<file path="src/rtl/instr_fetch.sv">
// ---------------------------------------------------------------------------
// instr_fetch
//   Instruction-fetch stage with a one-entry output buffer. It issues one
//   instruction-memory read at a time. It holds the returned word for the
//   decode stage until decode consumes it. It also redirects the PC on a
//   taken branch.
//
// Handshakes:
//   Memory side: imem_req/imem_addr are held stable until imem_valid is seen,
//   unless a redirect moves the PC. The memory returns exactly one imem_valid
//   pulse per accepted request, in order, with at most one request
//   outstanding. A response that belongs to a request abandoned by a redirect
//   is marked by the drop flag and is discarded when it arrives.
//   Decode side: a word transfers on a rising edge where if_valid=1 and
//   id_ready=1. A redirect in the same cycle wins, and the word is discarded.
//
// Ports:
//   clk, rst_n          clock, asynchronous active-low reset
//   imem_req/imem_addr  read request and word-aligned address (addr = pc)
//   imem_rdata/valid    read data, qualified by a one-cycle valid pulse
//   redirect/_target    taken branch and its target PC
//   id_ready            decode consumes if_instr this cycle
//   if_valid/if_instr   held instruction and its valid flag
//   if_opcode           if_instr[6:0]
//   if_pc/if_pc_plus4   PC of the held instruction and PC+4
//   misalign            one-cycle pulse after an accepted, unaligned redirect
//   dbg_state/dbg_drop  FSM state (0 IDLE, 1 REQ, 2 FULL) and drop flag
// ---------------------------------------------------------------------------
module instr_fetch #(
    parameter logic [31:0] RESET_PC = 32'h0000_0000
) (
    input  logic        clk,
    input  logic        rst_n,
    output logic        imem_req,
    output logic [31:0] imem_addr,
    input  logic [31:0] imem_rdata,
    input  logic        imem_valid,
    input  logic        redirect,
    input  logic [31:0] redirect_target,
    input  logic        id_ready,
    output logic        if_valid,
    output logic [31:0] if_instr,
    output logic [6:0]  if_opcode,
    output logic [31:0] if_pc,
    output logic [31:0] if_pc_plus4,
    output logic        misalign,
    output logic [1:0]  dbg_state,
    output logic        dbg_drop
);

    typedef enum logic [1:0] {
        IDLE = 2'd0,
        REQ  = 2'd1,
        FULL = 2'd2
    } state_t;

    state_t      state, state_nxt;
    logic [31:0] pc, pc_nxt;
    logic        drop, drop_nxt;
    logic        valid_nxt;
    logic [31:0] instr_nxt;
    logic [31:0] ifpc_nxt;
    logic        misalign_nxt;
    logic [31:0] target_aligned;

    // Branch targets are forced onto a word boundary. The low bits only
    // feed the misalign flag.
    assign target_aligned = {redirect_target[31:2], 2'b00};

    always_ff @(posedge clk or negedge rst_n) begin
        if (!rst_n) begin
            state    <= IDLE;
            pc       <= RESET_PC;
            drop     <= 1'b0;
            if_valid <= 1'b0;
            if_instr <= 32'h0000_0000;
            if_pc    <= 32'h0000_0000;
            misalign <= 1'b0;
        end else begin
            state    <= state_nxt;
            pc       <= pc_nxt;
            drop     <= drop_nxt;
            if_valid <= valid_nxt;
            if_instr <= instr_nxt;
            if_pc    <= ifpc_nxt;
            misalign <= misalign_nxt;
        end
    end

    always_comb begin
        state_nxt    = state;
        pc_nxt       = pc;
        drop_nxt     = drop;
        valid_nxt    = if_valid;
        instr_nxt    = if_instr;
        ifpc_nxt     = if_pc;
        misalign_nxt = 1'b0;
        imem_req     = 1'b0;

        case (state)
            IDLE: begin
                // Redirect is ignored here. The first request always uses
                // RESET_PC.
                state_nxt = REQ;
            end

            REQ: begin
                imem_req = 1'b1;
                if (redirect) begin
                    pc_nxt       = target_aligned;
                    valid_nxt    = 1'b0;
                    misalign_nxt = |redirect_target[1:0];
                    state_nxt    = REQ;
                    // If the response is still in flight, it must be thrown
                    // away when it lands. If it lands in this cycle, it is
                    // discarded now and nothing is left outstanding.
                    drop_nxt     = ~imem_valid;
                end else if (imem_valid) begin
                    if (drop) begin
                        drop_nxt = 1'b0;
                    end else begin
                        instr_nxt = imem_rdata;
                        ifpc_nxt  = pc;
                        valid_nxt = 1'b1;
                        pc_nxt    = pc + 32'd4;
                        state_nxt = FULL;
                    end
                end
            end

            FULL: begin
                if (redirect) begin
                    pc_nxt       = target_aligned;
                    valid_nxt    = 1'b0;
                    misalign_nxt = |redirect_target[1:0];
                    state_nxt    = REQ;
                end else if (id_ready) begin
                    valid_nxt = 1'b0;
                    state_nxt = REQ;
                end
            end

            default: begin
                state_nxt = IDLE;
            end
        endcase
    end

    assign imem_addr   = pc;
    assign if_opcode   = if_instr[6:0];
    assign if_pc_plus4 = if_pc + 32'd4;
    assign dbg_state   = state;
    assign dbg_drop    = drop;

endmodule

</file>
<file path="config.mk">
export PLATFORM = sky130hd
export DESIGN_NAME = instr_fetch
export DESIGN_NICKNAME = d
export VERILOG_FILES = /design/src/rtl/instr_fetch.sv
export SDC_FILE = /design/constraint.sdc
export NUM_CORES = 1
export LEC_CHECK = 0
export CAP_MARGIN = 10
export CORE_UTILIZATION = 40
export CTS_CLUSTER_DIAMETER = 100
export CTS_CLUSTER_SIZE = 14
export DETAILED_ROUTE_END_ITERATION = 7
export DONT_BUFFER_PORTS = 1
export GPL_TIMING_DRIVEN = 0
export PLACE_DENSITY = 0.65
export SLEW_MARGIN = 10
export SYNTH_ARGS = -nofsm -noshare
export SYNTH_HDL_FRONTEND = slang
export SYNTH_SLANG_ARGS = --single-unit
</file>
<file path="constraint.sdc">
create_clock -name clk -period 2.95 [get_ports clk]
set_input_delay 0.1475 -clock clk [delete_from_list [all_inputs] [get_ports clk]]
set_output_delay 0.1475 -clock clk [all_outputs]
set_load 0.005 [all_outputs]
</file>
-- Yosys cells after proc, flatten, opt, wreduce, memory -nomap -nowiden
Index checks and enable logic that the tools add are counted.
W data, S select, Z words.
- output and inout port bits: 141
- register bits: 101
- input port bits: 69
- logic and storage cells: 50
- add/subtract/negate cells: 2
- eq/ne operators: 6
- bitwise logic cells: 3
- mux-type cells: 22
- reduce and logical (&&, ||, !) cells: 10
- operators by type and width (operator ; number):
    $mux W32 ; 4
    $add A32 B3 Y32 const B ; 2
    $pmux W32 S2 ; 1
    $reduce_and A4 Y1 ; 3
    $mux W1 ; 10
    $mux W2 ; 5
    $ne A3 B3 Y1 const B ; 3
    $pmux W2 S3 ; 1
    $reduce_bool A2 Y1 ; 2
    $reduce_or A2 Y1 ; 2
    $not A1 Y1 ; 3
    $reduce_and A3 Y1 ; 1
    $eq A2 B1 Y1 const B ; 1
    $eq A2 B2 Y1 const B ; 1
    $logic_not A2 Y1 ; 1
    $ne A2 B2 Y1 const B ; 1
    $pmux W1 S2 ; 1
    $reduce_and A2 Y1 ; 1

-- Longest topological paths before layout
- depth after elaboration: 5
- gate-level depth with buffers: 10
- gate-level depth less buffers: 6

-- Worst setup path before layout
Ideal clock, no wire load.
- path kind: reg2reg
- start point: register state[1], in the netlist dbg_state[1]
- end point: register pc[19], in the netlist imem_addr[19]
- path buffers: 2
- library setup time: 0.069 ns
- setup slack: 0.893 ns
- data required time: 2.881 ns
- clock period less this slack: 2.057 ns
- arrival time: 1.987 ns
- stages on the path, launching flop included: 9
- cell sequence: dfrtp_1 inv_1 ha_1 buf_2 nor4bb_1 clkbuf_1 nand2_1 or4_1 nand3_1
- longest elaborated chain between the ends: 3
- elaborated cells between the ends (all ways): 8
- those cells by class: 5 x eq/ne; 1 x mux; 2 x reduce/logical
- RTL lines (element ; line ; text):
    start: declaration ; 57 ; state_t state, state_nxt;
    start signal: assignment ; 80 ; state <= state_nxt;
    $eq A2 B1 Y1 or $eq A2 B2 Y1 (tied branches) ; 100 ; case (state)
    $ne A3 B3 Y1 (no line) (tied with other cells) ; -- ;
    $reduce_and A4 Y1 (no line) ; -- ;
    end signal: assignment ; 81 ; pc <= pc_nxt;
    end: declaration ; 58 ; logic [31:0] pc, pc_nxt;
Parallel ways exist; a longest one is shown, timed or not.
A chain may end at the register's enable or synchronous reset.

-- Worst setup path in the final report
- start point: register state[0], in the netlist dbg_state[0]
- end point: register pc[10], in the netlist imem_addr[10]
Same word-level chain as after synthesis.

==> flow_metrics.tcl <==
set metrics [dict create \
    cp_slowest_cell "nor2_1" \
    fmax_ghz 0.376 \
    required_ns 3.16 \
    wl_per_cell_um 19.7 \
    antenna_found_initial 0 \
    yosysTopAreaCell "dfrtp_1" \
    synth_area_leaders "dfrtp_1 45%, nand2_1 14%, xnor2_1 3.8%" \
    synth_top_area_frac 0.453 \
    yosysWarningCount 0 \
    power_switching_mw 2.87 \
    grt_max_degree 98 \
    avgViaCountPerCell 5.76 \
    drt_iter0_drc 504 \
    initial_core_util 0.418 \
    portBuffers 0 \
    crit_chain "inv_1 > ha_1 > buf_2 > nor2_1 > clkbuf_1 > o21ai_0 > a21oi_1 > a21oi_1" \
    cts_sinks 97 \
    end_kind "flop" \
    p_int_mw 3.54 \
    start_kind "flop" \
    antenna_cells 0 \
    critPathBufInv 3 \
    synthFlopType "dfrtp_1" \
    critPathTopFamily "buffers and inverters" \
    cp_slowest_stage_delay_ns 0.71 \
    r2r_start "dbg_state[0]$_DFFE_PN0P_" \
    grt_pass1_wl_mm 27.9 \
    cp-startpoint "dbg_state[0]$_DFFE_PN0P_" \
    ant_nets 0 \
    grt_usage 0.257 \
    die_width_um 118 \
    cts_max_level 3 \
    cts_setup_buffers 0 \
    finClkSkew_ns 0.00499 \
    path_common_cell "a21oi_1" \
    cts_tree "built" \
    firstDrtPassIters 5 \
    dpl_cell_area_mm2 0.00560 \
    tightest_slew_ns 1.22 \
    power_frac_clock 0.188 \
    fin_util 0.499 \
    dp_hpwl_mm 12.5 \
    postLayoutCellArea_mm2 0.00639 \
    fin_nets 789 \
    yosysSeqAreaShare 0.453 \
    cellPowerDensity_mw_per_mm2 1000 \
    r2r_slack_ns 0.29 \
    synthDistinctLibCells 56 \
    share_comb_of_total_power 0.343 \
    hp-start "redirect_target[2]" \
    outcome "completed" \
    drv_slew 0 \
    num_io_pins 210 \
    ys_ff_latch 97 \
    slew-limit-headroom 0.173 \
    synthCells 650 \
    finalCriticalPeriod_ns 2.66 \
    hp-class "in2reg" \
    p_leak_nw 2.81 \
    cp.arrival_ns 2.87 \
    syn_to_final_growth_pct 19.2 \
    placementRows 41 \
    max-vdd-ir-drop_mv 0.421 \
    post-route-drc-count 0 \
    crit_path_max_fanout 10 \
    hold_viol 0 \
    clk_pin_slew_ns 0.07 \
    grt_pass1_vias 4958 \
    clock_path_buffers 2 \
    via_count 5135 \
    place_ws_ns 0.339 \
    p_sw_frac 0.448 \
    min_period_over_period 0.902 \
    max_cap_viol_count 0 \
    gp_congestion 0.919 \
    setup-violations-final 0 \
    fin_setup_tns_ns 0 \
    drive_above_1_share 0.0695 \
    detail_route.wirelength_mm 17.5 \
    rsz0062_at_grt "false" \
    sequentialPowerShare 0.469 \
    setup_ws_ns 0.290 \
    syn_area_mm2 0.00536 \
    syn_avg_cell_area_um2 8.25 \
    grt_overflow 0 \
    async_flop_share 1.00 \
    fp.dieArea_mm2 0.0139 \
    path_class "reg2reg" \
    clk_latency_ns 0.35 \
    die_y_um 118 \
    clock-root-buffer "clkbuf_16" \
    numCtsBuffers 9 \
    core_mm2 0.0128 \
    synth-edff-count 0 \
]
logic make-up (layout without fill, tap and decap cells):
group                      after synthesis  in the layout  synth area share
AOI/OAI and AO/OA                      100            100             0.122
muxes                                    2              2           0.00397
DFF                                     97             97             0.453
buffers and inverters                   64            128            0.0588
xor gates and xnor gates                28             28            0.0457
adders and majority gates                6              6            0.0140
other                                    1              6          0.000699
and+or+nand+nor                        352            352             0.303
per-layer routing:
metal  global-route usage  vias to the layer above  wire (um)
met5                    0                        -          0
met3               0.0538                       45       1350
met1                0.336                     2456       7420
met2                0.404                      271       8150
li1                     -                     2363          -
met4                0.124                        0        616
path summary, 6_finish.rpt:
check | endpoint | cells past startpoint
worst max-delay path | imem_addr[10]$_DFFE_PN0P_ | 8
worst min-delay path | imem_addr[2]$_DFFE_PN0P_ | 2
worst max register to register | imem_addr[10]$_DFFE_PN0P_ | 8
worst min register to register | if_instr[17]$_DFFE_PN0P_ | 2
max in group asynchronous | if_pc[31]$_DFFE_PN0P_ | 2
min in group asynchronous | dbg_drop$_DFFE_PN0P_ | 2
sequential cells by signal, summed over array words and instances (netlist names):
| signal | cells |
|---|---|
| dbg_drop | 1 |
| dbg_state | 2 |
| imem_addr | 30 |
| if_pc | 30 |
| if_valid | 1 |
| if_instr | 32 |
| misalign | 1 |
Yosys cell counts, types with 3 or more instances:
cell type  instances
o22ai_1            9
nand3b_1           4
o211ai_1          10
a2bb2oi_1          5
nor3_1            12
nor3b_1            3
a31oi_1            5
and2_1             5
or3_1              5
nand3_1           35
a21oi_1           20
o21ai_0           24
nor4_1            10
nand4_1           19
or4_1              3
a32oi_1            7
buf_2              8
nor2_1            23
xnor2_1           23
inv_1             12
clkbuf_1          26
nand2_1          207
a211oi_1           6
and4_1             4
xor2_1             5
dfrtp_1           97
buf_4             13
ha_1               6
and3_1             9
power by group through the flow:
stage,Sequential [mW],Clock [mW],Combinational [mW]
2_1_floorplan,2.64,0,1.67
3_3_place_gp,2.99,0,2.04
3_5_place_dp,3.01,0,2.09
4_1_cts,2.99,1.23,2.19
5_1_grt,3.09,1.29,2.49
6_report,3.01,1.20,2.20
metrics by stage:
| stage | power, mW | hold WS (ns) | cells |
|---|---|---|---|
| floorplan | 4.31 | -0.148 | 655 |
| CTS | 6.40 | 0.00181 | 891 |
| finish | 6.41 | 0.00540 | 891 |
| detailed placement | 5.10 | -0.147 | 827 |
| global placement | 5.03 | -0.146 | 827 |
| global route | 6.87 | 0.0186 | 891 |
area by class of cell:
class	count	area, um2
timing repair buffer	48	498
clock buffer	12	246
clock inverter	4	51.3
tap	172	215
sequential	97	2430
buffer	52	272
inverter	12	45.0
multi-input combinational	494	2640
fill	1239	6430
repair_timing:
| action | in CTS | in global routing |
|---|---|---|
| hold endpoints to repair | 143 | 0 |
| hold buffers | 48 | 0 |
| endpoints found under the setup margin | 0 | 9 |
| resized for setup | 0 | 2 |
cell usage in the layout, fill, tap and decap left out, types with 13 or more instances in the layout:
cell type / Yosys / layout
a21oi_1: 20 / 20
buf_4: 13 / 13
clkbuf_1: 26 / 27
dfrtp_1: 97 / 97
dlygate4sd3_1: 0 / 47
nand2_1: 207 / 207
nand3_1: 35 / 35
nand4_1: 19 / 19
nor2_1: 23 / 23
o21ai_0: 24 / 24
xnor2_1: 23 / 23
Power figures use the tool's default switching activity.
